==> config.mk <==
export PLATFORM = sky130hd
export DESIGN_NAME = instr_decode
export DESIGN_NICKNAME = d
export VERILOG_FILES = /design/src/rtl/instr_decode.sv
export SDC_FILE = /design/constraint.sdc
export NUM_CORES = 1
export LEC_CHECK = 0
export CAP_MARGIN = 15
export CORE_MARGIN = 1.5
export CORE_UTILIZATION = 40
export DETAILED_ROUTE_END_ITERATION = 8
export PLACE_DENSITY_LB_ADDON = 0.3
export SLEW_MARGIN = 0
export SYNTH_ARGS = -nofsm -noshare
export SYNTH_HDL_FRONTEND = slang
export SYNTH_SLANG_ARGS = --single-unit
==> constraint.sdc <==
create_clock -name clock -period 1.54 [get_ports clock]
set_clock_uncertainty 0.2 [all_clocks]
set_input_delay 0.231 -clock clock [delete_from_list [all_inputs] [get_ports clock]]
set_output_delay 0.231 -clock clock [all_outputs]
set_load 0.05 [all_outputs]
==> src/rtl/instr_decode.sv <==
// instr_decode: instruction register, one-hot opcode decoder and condition-flag
// stage feeding the CPU controller FSM.
//   clock, reset        : system clock, async active-high reset
//   ir_load, bus_in     : capture instruction word into IR (ignored while halted)
//   flag_load, acc      : capture zero/negative flags from the accumulator
//   LDA..HLT            : one-hot decoded opcode lines (gated by ir_valid)
//   addr_out            : IR address field
//   zero_flag, neg_flag : registered condition flags
//   take_jump           : resolved jump decision for JMP/JPZ/JPN
//   halted              : sticky halt, cleared only by reset
//   illegal             : IR holds an undefined opcode
//   instr_count         : modulo-256 count of accepted instruction loads
module instr_decode #(
  parameter int DATA_W = 8,
  parameter int OPC_W  = 4,
  parameter int ADDR_W = 4
) (
  input  logic              clock,
  input  logic              reset,
  input  logic              ir_load,
  input  logic [DATA_W-1:0] bus_in,
  input  logic              flag_load,
  input  logic [DATA_W-1:0] acc,
  output logic              LDA,
  output logic              STA,
  output logic              ADD,
  output logic              SUB,
  output logic              XOR,
  output logic              INC,
  output logic              CLR,
  output logic              JMP,
  output logic              JPZ,
  output logic              JPN,
  output logic              HLT,
  output logic [ADDR_W-1:0] addr_out,
  output logic              zero_flag,
  output logic              neg_flag,
  output logic              take_jump,
  output logic              halted,
  output logic              illegal,
  output logic [7:0]        instr_count
);

  typedef enum logic [OPC_W-1:0] {
    OP_LDA = 'd0,
    OP_STA = 'd1,
    OP_ADD = 'd2,
    OP_SUB = 'd3,
    OP_XOR = 'd4,
    OP_INC = 'd5,
    OP_CLR = 'd6,
    OP_JMP = 'd7,
    OP_JPZ = 'd8,
    OP_JPN = 'd9,
    OP_HLT = 'd15
  } opcode_e;

  logic [DATA_W-1:0] ir_q;
  logic              ir_valid_q;
  logic              zero_q;
  logic              neg_q;
  logic              halted_q;
  logic              halted_d;
  logic [7:0]        count_q;
  logic              accept;
  opcode_e           opcode;

  // Raw (ungated) decode of the IR opcode field
  logic lda_r, sta_r, add_r, sub_r, xor_r, inc_r, clr_r, jmp_r, jpz_r, jpn_r, hlt_r, ill_r;

  assign accept = ir_load & ~halted_q;
  assign opcode = opcode_e'(ir_q[DATA_W-1 -: OPC_W]);

  always_comb begin
    lda_r = 1'b0; sta_r = 1'b0; add_r = 1'b0; sub_r = 1'b0;
    xor_r = 1'b0; inc_r = 1'b0; clr_r = 1'b0; jmp_r = 1'b0;
    jpz_r = 1'b0; jpn_r = 1'b0; hlt_r = 1'b0; ill_r = 1'b0;
    case (opcode)
      OP_LDA:  lda_r = 1'b1;
      OP_STA:  sta_r = 1'b1;
      OP_ADD:  add_r = 1'b1;
      OP_SUB:  sub_r = 1'b1;
      OP_XOR:  xor_r = 1'b1;
      OP_INC:  inc_r = 1'b1;
      OP_CLR:  clr_r = 1'b1;
      OP_JMP:  jmp_r = 1'b1;
      OP_JPZ:  jpz_r = 1'b1;
      OP_JPN:  jpn_r = 1'b1;
      OP_HLT:  hlt_r = 1'b1;
      default: ill_r = 1'b1;
    endcase
  end

  assign LDA     = ir_valid_q & lda_r;
  assign STA     = ir_valid_q & sta_r;
  assign ADD     = ir_valid_q & add_r;
  assign SUB     = ir_valid_q & sub_r;
  assign XOR     = ir_valid_q & xor_r;
  assign INC     = ir_valid_q & inc_r;
  assign CLR     = ir_valid_q & clr_r;
  assign JMP     = ir_valid_q & jmp_r;
  assign JPZ     = ir_valid_q & jpz_r;
  assign JPN     = ir_valid_q & jpn_r;
  assign HLT     = ir_valid_q & hlt_r;
  assign illegal = ir_valid_q & ill_r;

  assign take_jump = JMP | (JPZ & zero_q) | (JPN & neg_q);

  // A load accepted on the edge right after HLT was captured replaces HLT,
  // so the halt must not be latched on that same edge.
  assign halted_d = halted_q | (HLT & ~accept);

  always_ff @(posedge clock or posedge reset) begin
    if (reset) begin
      ir_q       <= '0;
      ir_valid_q <= 1'b0;
      zero_q     <= 1'b0;
      neg_q      <= 1'b0;
      halted_q   <= 1'b0;
      count_q    <= '0;
    end else begin
      if (accept) begin
        ir_q       <= bus_in;
        ir_valid_q <= 1'b1;
        count_q    <= count_q + 8'd1;
      end
      if (flag_load) begin
        zero_q <= (acc == '0);
        neg_q  <= acc[DATA_W-1];
      end
      halted_q <= halted_d;
    end
  end

  assign addr_out    = ir_q[ADDR_W-1:0];
  assign zero_flag   = zero_q;
  assign neg_flag    = neg_q;
  assign halted      = halted_q;
  assign instr_count = count_q;

endmodule
### Word level (Yosys, flattened, before mapping)

Index checks and enable logic that the tools add are counted.

| storage, ports and cells | value |
|---|---|
| register bits | 20 |

| operators by class | value |
|---|---|
| bitwise gates (word level) | 21 |
| reductions and logical operators | 3 |
| equality and inequality tests | 10 |
| $add $sub $neg | 1 |
| muxes and demuxes | 12 |

Operator list:

| cell | count |
|---|---|
| 1-bit bitwise AND | 16 |
| 4-bit by 3-bit equality test with 1-bit output, second input constant | 4 |
| 4-bit equality test, second input constant | 3 |
| 1-bit two-way mux | 12 |
| 11-bit OR reduction | 1 |
| 8-bit by 1-bit adder with 8-bit output, second input constant | 1 |
| 4-bit by 2-bit equality test with 1-bit output, second input constant | 2 |
| 8-bit logical NOT | 1 |
| 4-bit by 1-bit equality test with 1-bit output, second input constant | 1 |
| 4-bit logical NOT | 1 |
| 1-bit bitwise OR | 3 |
| 1-bit inverter | 2 |

### Logic depth before layout (Yosys ltp)

| depth | value |
|---|---|
| depth in word-level cells | 6 |
| gate-level depth with buffers | 4 |
| mapped depth without buffers | 3 |

### Worst setup path after synthesis

OpenSTA, ideal clock, no wires.

| path | value |
|---|---|
| kind | flip-flop to output port |
| start point | reg ir_q[5] |
| end point | out JPN |
| setup slack | -702 ps |
| path buffers | 1 |
| cell stages (with the launch flop) | 4 |
| arrival time | 1,811 ps |
| cells stage by stage | dfrtp_1 buf_4 nand2b_1 nor3_1 |

| on the way | value |
|---|---|
| cells in the longest elaborated chain, start to end | 3 |

RTL lines:

| what | line | source |
|---|---|---|
| from (decl) | 58 | `logic [DATA_W-1:0] ir_q;` |
| from (signal assigned) | 123 | `ir_q <= bus_in;` |
| 4-bit equality test | 78 | `case (opcode)` |
| 1-bit two-way mux | 78 |  |
| 1-bit bitwise AND | 103 | `assign JPN = ir_valid_q & jpn_r;` |
| to (decl) | 33 | `output logic JPN,` |

No other way between the ends.

### Worst setup path in the final report

| path | value |
|---|---|
| start point | reg ir_q[6] |
| end point | out LDA |

| on the way | value |
|---|---|
| cells in the longest elaborated chain, start to end | 3 |

RTL lines:

| what | line | source |
|---|---|---|
| 4-bit logical NOT | 78 |  |
| 1-bit two-way mux | 78 |  |
| 1-bit bitwise AND | 94 | `assign LDA = ir_valid_q & lda_r;` |
| to (decl) | 24 | `output logic LDA,` |

No other way between the ends.

==> impl_metrics.sql <==
INSERT INTO impl_metrics (metric_group, metric, value, unit) VALUES
('worst_setup_path', 'worst_r2r_endpoint', 'ir_q[6]', ''),
('timing', 'sum_of_negative_setup_slack', '-4.167', 'ns'),
('yosys', 'synthesis.yosys.warnings', '0', ''),
('clock_tree', 'clock_path_buffers', '2', ''),
('worst_setup_path', 'cp_cell_sequence', 'or3b_4, nor3_4, buf_12', ''),
('clock_tree', 'ctsHtreeMaxLevel', '1', ''),
('worst_setup_path', 'worstPathMaxFanout', '4', ''),
('run_status', 'run_status', 'complete, but fails checks', ''),
('final_layout', 'final_core_utilization', '83.69', '%'),
('placement', 'placed_area', '0.001938', 'mm^2'),
('global_routing', 'groute.layer.met2.usage', '38.48', '%'),
('drt', 'routed-via-count', '919', ''),
('die', 'floorplan.initialDensity', '41.69', '%'),
('worst_setup_path', 'cp_top_family', 'simple AND/OR/NAND/NOR gates', ''),
('yosys', 'synthesized_nets', '109', ''),
('clock_tree', 'cts-root-buf', 'sky130_fd_sc_hd__clkbuf_4', ''),
('final_layout', 'most_common_library_cell_in_the_layout_ignoring_fill_and_taps', 'sky130_fd_sc_hd__buf_12', ''),
('worst_setup_path', 'worst_ep_arrival_time', '1.52', 'ns'),
('yosys', 'async_flop_share', '100.0', '%'),
('drt', 'ant_nets', '0', ''),
('die', 'die_height', '53.59', 'um'),
('power', 'power_per_cell_area', '572.2', 'mW/mm^2'),
('global_routing', 'busiest_layer', 'met2', ''),
('drt', 'wl', '2819', 'um'),
('final_layout', 'syn2layout_area_growth', '100.7', '%'),
('clock_tree', 'numCtsBuffers', '3', ''),
('yosys', 'synth_cell_type_count', '31', ''),
('global_routing', 'met1_usage', '26.45', '%'),
('die', 'die_width', '53.59', 'um'),
('worst_setup_path', 'rr_startpoint', 'halted', ''),
('placement', 'post-dp-hpwl', '2184', 'um'),
('timing', 'slew-limit-headroom', '83.48', '%'),
('timing', 'final-hold-violation-count', '0', ''),
('global_routing', 'grt_first_pass_wirelength', '4416', 'um'),
('worst_setup_path', 'r2r_cells', '3', ''),
('clock_tree', 'clock_insertion_delay_worst_skew', '0.31', 'ns'),
('job', 'max-cap-violations', '0', ''),
('run_status', 'violations_in_the_final_reports', 'setup timing', ''),
('drt', 'routedWlPerCell', '15.57', 'um'),
('clock_tree', 'sinks_on_clock_net', '20', ''),
('timing', 'rsz0062_at_grt', 'true', ''),
('die', 'die_area', '0.002871', 'mm^2'),
('worst_setup_path', 'cpMaxStageDelayCell', 'sky130_fd_sc_hd__or3b_4', ''),
('clock_tree', 'hold_buffers', '0', ''),
('global_routing', 'via_count_of_the_first_global_routing_pass', '935', ''),
('clock_tree', 'tritoncts_clock_tree', 'built', ''),
('power', 'p_leak', '0.8554', 'nW'),
('die', 'core_region_area', '0.002455', 'mm^2'),
('final_layout', 'finish.net_count', '173', ''),
('final_layout', 'count_of_inserted_antenna_diode_cells', '0', ''),
('die', 'floorplan.rows', '18', ''),
('timing', 'final-setup-viol-count', '13', ''),
('drt', 'viasPerCell', '5.077', ''),
('global_routing', 'grtUsageTotal', '21.90', '%'),
('placement', 'io_buffer_count', '47', ''),
('timing', 'achievable_frequency', '0.5135', 'GHz'),
('timing', 'setup_slack', '-0.4076', 'ns'),
('global_routing', 'grtUsageMet3', '5.556', '%'),
('global_routing', 'grt_max_degree', '14', ''),
('placement', 'dp_slack', '-0.2689', 'ns'),
('worst_setup_path', 'critical_path_buf_inv_count', '1', ''),
('worst_setup_path', 'end_kind', 'output pin', ''),
('yosys', 'yosysSeqAreaShare', '48.90', '%'),
('power', 'vdd_ir_drop_max', '0.7474', 'mV'),
('power', 'total_power', '1.175', 'mW'),
('final_layout', 'drive_gt1_share', '59.60', '%'),
('yosys', 'synth.avg_cell_area', '11.63', 'um^2'),
('yosys', 'synthFlopType', 'sky130_fd_sc_hd__dfrtp_1', ''),
('timing', 'final_min_period_over_clock_period', '126.5', '%'),
('worst_setup_path', 'criticalPathCategory', 'flop to output pin', ''),
('timing', 'finalHoldWorstSlack', '0.001973', 'ns');
-- power breakdown --
part / switching [mW] / internal, mW / total [mW]
Combinational: 0.139 / 0.163 / 0.302
Clock: 0.165 / 0.144 / 0.309
Sequential: 0.0223 / 0.542 / 0.564
Total: 0.327 / 0.849 / 1.18
-- repair_timing --
item,4_1_cts,5_1_grt
endpoints found under the setup margin,13,23
endpoints found under the hold margin,0,0
gates resized for setup,7,3
pin swaps,3,1
buffers inserted,1,4
-- routing by layer --
layer / up-vias / share of wire, %
met4: 0 / 1.6
met3: 4 / 4.1
met2: 31 / 54
met1: 455 / 40
li1: 429 / -
met5: - / 0
-- sequential cells by signal, summed over array words and instances, names as in the netlist --
register / count
instr_count: 8
ir_q: 8
halted: 1
ir_valid_q: 1
neg_flag: 1
zero_flag: 1
-- final cells by class --
type                    count  area, um^2
clock buffers               4       36.28
repair buffers             67       908.4
inverters                   3       11.26
fillers                   127       400.4
well taps                  30       37.54
multi-input cells          57       551.8
flip-flops and latches     20       509.2
-- cell families (layout without fill, tap and decap cells) --
kind of cell	count (synthesis)	after routing	share of synthesized area [%]
buffers and inverters	11	74	7.823
DFF	20	20	48.90
xor gates and xnor gates	7	7	5.990
AOI/OAI and AO/OA	6	6	4.279
and+or+nand+nor	33	33	20.78
muxes	10	10	11.00
adders and majority gates	1	1	1.222
-- Yosys cell counts (2+ instances only) --
library cell               number  area, um^2
sky130_fd_sc_hd__nor2_1         7       26.28
sky130_fd_sc_hd__nand2_1        5       18.77
sky130_fd_sc_hd__dfrtp_1       20       500.5
sky130_fd_sc_hd__nand3b_1       2       15.01
sky130_fd_sc_hd__inv_1          3       11.26
sky130_fd_sc_hd__o31ai_1        2       15.01
sky130_fd_sc_hd__mux2_2        10       112.6
sky130_fd_sc_hd__nor3_1         3       15.01
sky130_fd_sc_hd__nand2b_1       2       12.51
sky130_fd_sc_hd__buf_4          5       37.54
sky130_fd_sc_hd__xnor2_1        6       52.55
sky130_fd_sc_hd__nand4_1        4       25.02
-- worst register-to-register path: cells and delay by family (launching register included) --
kind                   cells  cell delay, ns
muxes                      1            0.34
buffers and inverters      1            0.16
DFF                        1            0.48
and+or+nand+nor            1            0.14
-- how the worst max path moves through the flow --
stage,to,cells after the start,startpoint,slack [ns]
detailed placement,ir_q[6],3,ir_load,-0.27
global placement,instr_count[1],3,ir_load,-0.20
CTS,take_jump,4,ir_q[6],-0.40
floorplan,take_jump,3,ir_q[6],-0.48
global route,take_jump,5,ir_valid_q,-0.45
finish,LDA,3,ir_q[6],-0.41
Note: power is estimated with default switching activity, not from simulation.
